<file path="config.mk">
export PLATFORM = sky130hd
export DESIGN_NAME = ltc_adc_scan_controller
export DESIGN_NICKNAME = d
export VERILOG_FILES = /design/src/rtl/ltc_adc_scan_controller.sv
export SDC_FILE = /design/constraint.sdc
export NUM_CORES = 1
export LEC_CHECK = 0
export CORE_ASPECT_RATIO = 1.75
export CORE_MARGIN = 4
export CORE_UTILIZATION = 57
export DETAILED_ROUTE_END_ITERATION = 8
export PLACE_DENSITY = 0.79
export SYNTH_ARGS = -nofsm -noshare
export SYNTH_HDL_FRONTEND = slang
export SYNTH_SLANG_ARGS = --single-unit
</file>
<file path="constraint.sdc">
create_clock -name i_clk -period 2.8 [get_ports i_clk]
set_input_delay 0.56 -clock i_clk [delete_from_list [all_inputs] [get_ports i_clk]]
set_output_delay 0.56 -clock i_clk [all_outputs]
set_load 0.02 [all_outputs]
</file>
<file path="src/rtl/ltc_adc_scan_controller.sv">
// ltc_adc_scan_controller: round-robin multi-channel LTC186x scan engine.
// Drives an SPI mode-3 frame per enabled channel and tags each result.
//
// Ports:
//   i_clk, i_rst   system clock, synchronous active-high reset
//   i_en           scan enable
//   i_ch_mask      channel enable mask (bit k = channel k)
//   o_sck/o_scs    SPI clock (idles high) / chip select (active low)
//   o_sdo/i_sdi    command bit out / conversion data in
//   o_data         result of the previously commanded channel
//   o_data_ch      channel index that produced o_data
//   o_data_dv      one-cycle strobe for o_data/o_data_ch
//   o_busy         high while a frame or its conversion wait runs
//   i_trig         (LTC_SCAN_TRIG_EN only) rising edge launches a frame
//
// Optional feature macro: LTC_SCAN_TRIG_EN (triggered rather than
// free-running scan, with one pending trigger latched while busy).
module ltc_adc_scan_controller #(
    parameter int NUM_CH              = 2,
    parameter int CH_W                = 4,
    parameter int XFER_BITS           = 16,
    parameter int DATA_W              = 16,
    parameter int SCK_HALF_PERIOD_CLK = 2,
    parameter int CONV_WAIT_CLK       = 165
) (
    input  logic              i_clk,
    input  logic              i_rst,
`ifdef LTC_SCAN_TRIG_EN
    input  logic              i_trig,
`endif
    input  logic              i_en,
    input  logic [NUM_CH-1:0] i_ch_mask,
    output logic              o_sck,
    output logic              o_scs,
    output logic              o_sdo,
    input  logic              i_sdi,
    output logic [DATA_W-1:0] o_data,
    output logic [CH_W-1:0]   o_data_ch,
    output logic              o_data_dv,
    output logic              o_busy
);

    localparam int CNT_MAX = (CONV_WAIT_CLK > SCK_HALF_PERIOD_CLK) ?
                             CONV_WAIT_CLK : SCK_HALF_PERIOD_CLK;
    localparam int CNT_W   = $clog2(CNT_MAX + 1);
    localparam int BIT_W   = $clog2(XFER_BITS + 1);

    localparam logic [CNT_W-1:0] HALF_LAST = CNT_W'(SCK_HALF_PERIOD_CLK - 1);
    localparam logic [CNT_W-1:0] CONV_LAST = CNT_W'(CONV_WAIT_CLK - 1);
    localparam logic [BIT_W-1:0] BITS_ALL  = BIT_W'(XFER_BITS);
    localparam logic [CH_W-1:0]  CH_LAST   = CH_W'(NUM_CH - 1);
    localparam logic [CH_W:0]    NUM_CH_E  = (CH_W + 1)'(NUM_CH);

    typedef enum logic [1:0] {
        S_IDLE,
        S_SHIFT,
        S_HOLD
    } state_t;

    state_t                 state_q, state_d;
    logic [CNT_W-1:0]       cnt_q, cnt_d;
    logic [BIT_W-1:0]       bits_q, bits_d;
    logic [XFER_BITS-1:0]   cmd_q, cmd_d;
    logic [XFER_BITS-1:0]   rx_q, rx_d;
    logic                   sck_q, sck_d;
    logic                   scs_q, scs_d;
    logic [CH_W-1:0]        cur_ch_q, cur_ch_d;
    logic [CH_W-1:0]        prev_ch_q, prev_ch_d;
    logic [CH_W-1:0]        ptr_q, ptr_d;
    logic                   primed_q, primed_d;
    logic [DATA_W-1:0]      data_q, data_d;
    logic [CH_W-1:0]        data_ch_q, data_ch_d;
    logic                   dv_q, dv_d;

    logic [2*NUM_CH-1:0]    mask_rot;
    logic [CH_W:0]          sum;
    logic                   found;
    logic [CH_W-1:0]        sel_ch;
    logic [XFER_BITS-1:0]   cmd_new;
    logic [CH_W-1:0]        ptr_next;
    logic                   launch_req;
    logic                   launch;

`ifdef LTC_SCAN_TRIG_EN
    logic trig_q;
    logic pend_q, pend_d;
    logic trig_rise;

    assign trig_rise  = i_trig & ~trig_q;
    assign launch_req = trig_rise | pend_q;
`else
    assign launch_req = 1'b1;
`endif

    assign launch = i_en && (|i_ch_mask) && launch_req;

    // Rotate the mask so that bit 0 is the pointer position; the first
    // set bit then gives the offset of the next channel to scan.
    always_comb begin
        mask_rot = {i_ch_mask, i_ch_mask} >> ptr_q;
        found    = 1'b0;
        sum      = '0;
        for (int i = 0; i < NUM_CH; i++) begin
            if (!found && mask_rot[i]) begin
                found = 1'b1;
                sum   = {1'b0, ptr_q} + (CH_W + 1)'(i);
                if (sum >= NUM_CH_E) begin
                    sum = sum - NUM_CH_E;
                end
            end
        end
        sel_ch = sum[CH_W-1:0];
    end

    always_comb begin
        cmd_new                      = '0;
        cmd_new[XFER_BITS-1]         = 1'b1;
        cmd_new[XFER_BITS-2 -: CH_W] = sel_ch;
    end

    assign ptr_next = (cur_ch_q == CH_LAST) ? '0 : cur_ch_q + CH_W'(1);

    always_comb begin
        state_d   = state_q;
        cnt_d     = cnt_q;
        bits_d    = bits_q;
        cmd_d     = cmd_q;
        rx_d      = rx_q;
        sck_d     = sck_q;
        scs_d     = scs_q;
        cur_ch_d  = cur_ch_q;
        prev_ch_d = prev_ch_q;
        ptr_d     = ptr_q;
        primed_d  = primed_q;
        data_d    = data_q;
        data_ch_d = data_ch_q;
        dv_d      = 1'b0;

        unique case (state_q)
            S_IDLE: begin
                if (!i_en) begin
                    primed_d = 1'b0;
                end
                if (launch) begin
                    state_d  = S_SHIFT;
                    scs_d    = 1'b0;
                    sck_d    = 1'b1;
                    cmd_d    = cmd_new;
                    cur_ch_d = sel_ch;
                    // Preloaded so the first SCK low phase starts one
                    // cycle after CS_n falls.
                    cnt_d    = HALF_LAST;
                    bits_d   = '0;
                    rx_d     = '0;
                end
            end
            S_SHIFT: begin
                if (cnt_q == HALF_LAST) begin
                    cnt_d = '0;
                    if (sck_q) begin
                        if (bits_q == BITS_ALL) begin
                            state_d   = S_HOLD;
                            scs_d     = 1'b1;
                            cmd_d     = '0;
                            // The ADC answers one frame late, so this
                            // frame's data belongs to the previous channel.
                            if (primed_q) begin
                                dv_d      = 1'b1;
                                data_d    = rx_q[XFER_BITS-1 -: DATA_W];
                                data_ch_d = prev_ch_q;
                            end
                            primed_d  = 1'b1;
                            prev_ch_d = cur_ch_q;
                            ptr_d     = ptr_next;
                        end else begin
                            sck_d = 1'b0;
                            if (bits_q != '0) begin
                                cmd_d = cmd_q << 1;
                            end
                        end
                    end else begin
                        sck_d  = 1'b1;
                        rx_d   = {rx_q[XFER_BITS-2:0], i_sdi};
                        bits_d = bits_q + BIT_W'(1);
                    end
                end else begin
                    cnt_d = cnt_q + CNT_W'(1);
                end
            end
            S_HOLD: begin
                if (cnt_q == CONV_LAST) begin
                    state_d = S_IDLE;
                end else begin
                    cnt_d = cnt_q + CNT_W'(1);
                end
            end
            default: begin
                state_d = S_IDLE;
            end
        endcase
    end

`ifdef LTC_SCAN_TRIG_EN
    // One request is remembered while busy; more edges are absorbed.
    always_comb begin
        pend_d = pend_q;
        if (state_q != S_IDLE) begin
            if (trig_rise) begin
                pend_d = 1'b1;
            end
        end else if (launch || !i_en) begin
            pend_d = 1'b0;
        end
    end

    always_ff @(posedge i_clk) begin
        if (i_rst) begin
            trig_q <= 1'b0;
            pend_q <= 1'b0;
        end else begin
            trig_q <= i_trig;
            pend_q <= pend_d;
        end
    end
`endif

    always_ff @(posedge i_clk) begin
        if (i_rst) begin
            state_q   <= S_IDLE;
            cnt_q     <= '0;
            bits_q    <= '0;
            cmd_q     <= '0;
            rx_q      <= '0;
            sck_q     <= 1'b1;
            scs_q     <= 1'b1;
            cur_ch_q  <= '0;
            prev_ch_q <= '0;
            ptr_q     <= '0;
            primed_q  <= 1'b0;
            data_q    <= '0;
            data_ch_q <= '0;
            dv_q      <= 1'b0;
        end else begin
            state_q   <= state_d;
            cnt_q     <= cnt_d;
            bits_q    <= bits_d;
            cmd_q     <= cmd_d;
            rx_q      <= rx_d;
            sck_q     <= sck_d;
            scs_q     <= scs_d;
            cur_ch_q  <= cur_ch_d;
            prev_ch_q <= prev_ch_d;
            ptr_q     <= ptr_d;
            primed_q  <= primed_d;
            data_q    <= data_d;
            data_ch_q <= data_ch_d;
            dv_q      <= dv_d;
        end
    end

    assign o_sck     = sck_q;
    assign o_scs     = scs_q;
    assign o_sdo     = cmd_q[XFER_BITS-1];
    assign o_data    = data_q;
    assign o_data_ch = data_ch_q;
    assign o_data_dv = dv_q;
    assign o_busy    = (state_q != S_IDLE);

endmodule

</file>
==> run metrics <==
# rows 36; Clock Power Share approximately 29%; pre-CTS setup slack about 160 ps; clock-pin slew on the worst setup and hold paths roughly 70 ps; CP arrival ~2800 ps; placed cell count around 470; Die H between 100 and 150 um; Reg power frac 43.1%; vias 2749; drt initial violations 165; Max transition margin 35.4%; Ant. Diodes 0; fin cells 489; P_int 1.80 mW; H-tree depth 3; GRT Overall Usage between 20% and 30%; fin crit share 89.2%; Mapped Nets 391; vias in the first global route around 2600; CTS buffer count 9; postcts setup bufs 0; maxcap violations 0; CTS tree done; Starting Density 59.1%; RSZ-0062 raised after global routing false; routability cong. about 0.86; TNS Setup 0 ps; first-pass iteration count of the detailed router 4; pwr dens 687 mW/mm2; fin nets 429; status complete, no violations; CP max FO 12; first-pass GRT wire length between 10000 and 15000 um; Seq/Total Area, Yosys 43.7%; HPWL Detailed around 5000 um; Layout area overhead 18.1%; Post-synth top flop dfxtp_1; most frequent cells in the layout dfxtp_1 (72), nand2_1 (53), nor2_1 (32); clk_lat worst skew 340 ps; Sw Share between 30 and 40%; R2R Path Start cnt_q[0]; die area 0.00712 mm2; clk sinks 72; area of the multi-input gates around 0.0017 mm2; pin count of the biggest net entering global routing 38; YS warnings 0; CP Data Required Time 3080 ps; Final Util 69.8%; layout cells sized above 1 9.69%; final instance area roughly 0.0039 mm2; Yosys reg bits 72; Mapped Cells 370; Final setup viols 0; syn_area_per_cell around 8.9 um2; leading cell type in the layout, fill and taps excluded dfxtp_1; DRT antenna net count 0; Overall Power 2.68 mW; combinational share of power 27.9%; GRT overflow 0; EDFF count, synth 0; I/O pins 31; FF-to-FF path depth 6; worst hold slack 449 ps; maximum VDD drop 619 uV; kind of critical path register to register; Yosys cell types 53; Area after DPL 0.00371 mm2; PortBufs 30; Worst Hold Class register to register; CTS max path bufs 2; die width 65.5 um; vias per cell 5.62; Reg area roughly 0.0014 mm2; Critical Path Source Type register; initial antenna violation count 0; # fillers roughly 500; Final Hold Fails 0; mapped cell area 0.00330 mm2; P_sw 0.876 mW; f_max roughly 400 MHz; Final Skew between 7 and 8 ps; crit end category register; leak pwr 1.39 nW; Slew Limit Fails 0; Setup WS post-layout 302 ps; crit path from cnt_q[0]; fin crit period 2500 ps; # DRC 0; Resize count post-CTS 0; detailed-route wire length ~7000 um; CTS root buffer clkbuf_8; Reg-to-Reg End rx_q[1]; Core Area 0.00559 mm2; worst setup path endpoint rx_q[1]; Hold Buf Count CTS 0; ys async rst share 0%; Slew @ Worst Pin 961 ps; r2r setup slk slightly above 300 ps; wire length per cell after detailed routing 14.2 um
## final cells by class
| class | instances | area share, % |
|---|---|---|
| flip-flops and latches | 72 | 37.0 |
| multi-input cells | 269 | 44.3 |
| well taps | 76 | 2.44 |
| clock inverters | 5 | 1.48 |
| inverters | 14 | 1.35 |
| repair buffers | 42 | 10.0 |
| clock buffers | 11 | 3.37 |
## cell families (layout without fill, tap and decap cells)
| kind of cell | Yosys count | in the layout | share of synthesized area [%] |
|---|---|---|---|
| adder cells (fa/ha/maj) | 15 | 15 | 5.69 |
| XOR/XNOR | 14 | 14 | 3.72 |
| flip-flops | 72 | 72 | 43.7 |
| AO/OA/AOI/OAI | 94 | 94 | 19.1 |
| AND/OR/NAND/NOR | 137 | 137 | 21.0 |
| multiplexers | 9 | 9 | 2.81 |
| buffers and inverters | 29 | 72 | 3.94 |
## registers in the layout, summed over array words and instances, names as in the netlist, 2 cells and up
name       cells
o_data        16
rx_q          16
cnt_q          8
bits_q         5
cmd_q          5
cur_ch_q       4
o_data_ch      4
prev_ch_q      4
ptr_q          4
state_q        2
## how the worst min path moves through the flow
stage,from,endpoint,slack (ps),cells after the start
after floorplan,prev_ch_q[0],o_data_ch[0],440,2
after global placement,o_data[6],o_data[6],440,2
after detailed placement,o_data[2],o_data[2],440,2
after CTS,o_data[8],o_data[8],450,2
after global routing,o_data[14],o_data[14],470,2
final,o_data_ch[3],o_data_ch[3],450,2
## power groups by stage
stage / registers, mW / clock network (mW) / logic, mW
after floorplan: 1.18 / 0 / 0.521
after global placement: 1.17 / 0 / 0.719
after detailed placement: 1.18 / 0 / 0.740
after CTS: 1.15 / 0.793 / 0.745
after global routing: 1.16 / 0.836 / 0.833
final: 1.15 / 0.778 / 0.746
## cell usage after synthesis, types with 3 or more instances
| library cell | number | share of area, % |
|---|---|---|
| clkbuf_1 | 8 | 0.91 |
| xnor2_1 | 4 | 1.1 |
| ha_1 | 15 | 5.7 |
| and2_1 | 3 | 0.57 |
| a31oi_1 | 6 | 1.1 |
| nor4b_1 | 3 | 0.80 |
| inv_1 | 14 | 1.6 |
| a211oi_1 | 3 | 0.68 |
| nand3_1 | 10 | 1.5 |
| nor2_1 | 32 | 3.6 |
| nor3_1 | 7 | 1.1 |
| and3_1 | 3 | 0.57 |
| o21ai_0 | 18 | 2.7 |
| a21oi_1 | 31 | 4.7 |
| nand2_1 | 53 | 6.0 |
| mux2i_1 | 7 | 2.1 |
| nand4_1 | 6 | 1.1 |
| buf_2 | 5 | 0.76 |
| nor3b_1 | 3 | 0.68 |
| a22o_1 | 17 | 4.5 |
| xor2_1 | 10 | 2.7 |
| dfxtp_1 | 72 | 44 |
## critical path, stage by stage (launching register included)
cell	delay, ps
dfxtp_1	390
ha_1	170
nor4b_1	340
nand3_1	250
nor4_2	840
buf_4	290
a22o_1	150
## metal layers
layer / GRT usage, % / wire (um) / share of wire, %
met1: 23.9 / 2920 / 42
met2: 38.5 / 3620 / 52
met3: 5.36 / 252 / 3.6
met4: 7.86 / 157 / 2.3
met5: 0 / 0 / 0
No activity file was read; power rests on OpenSTA's default activity.
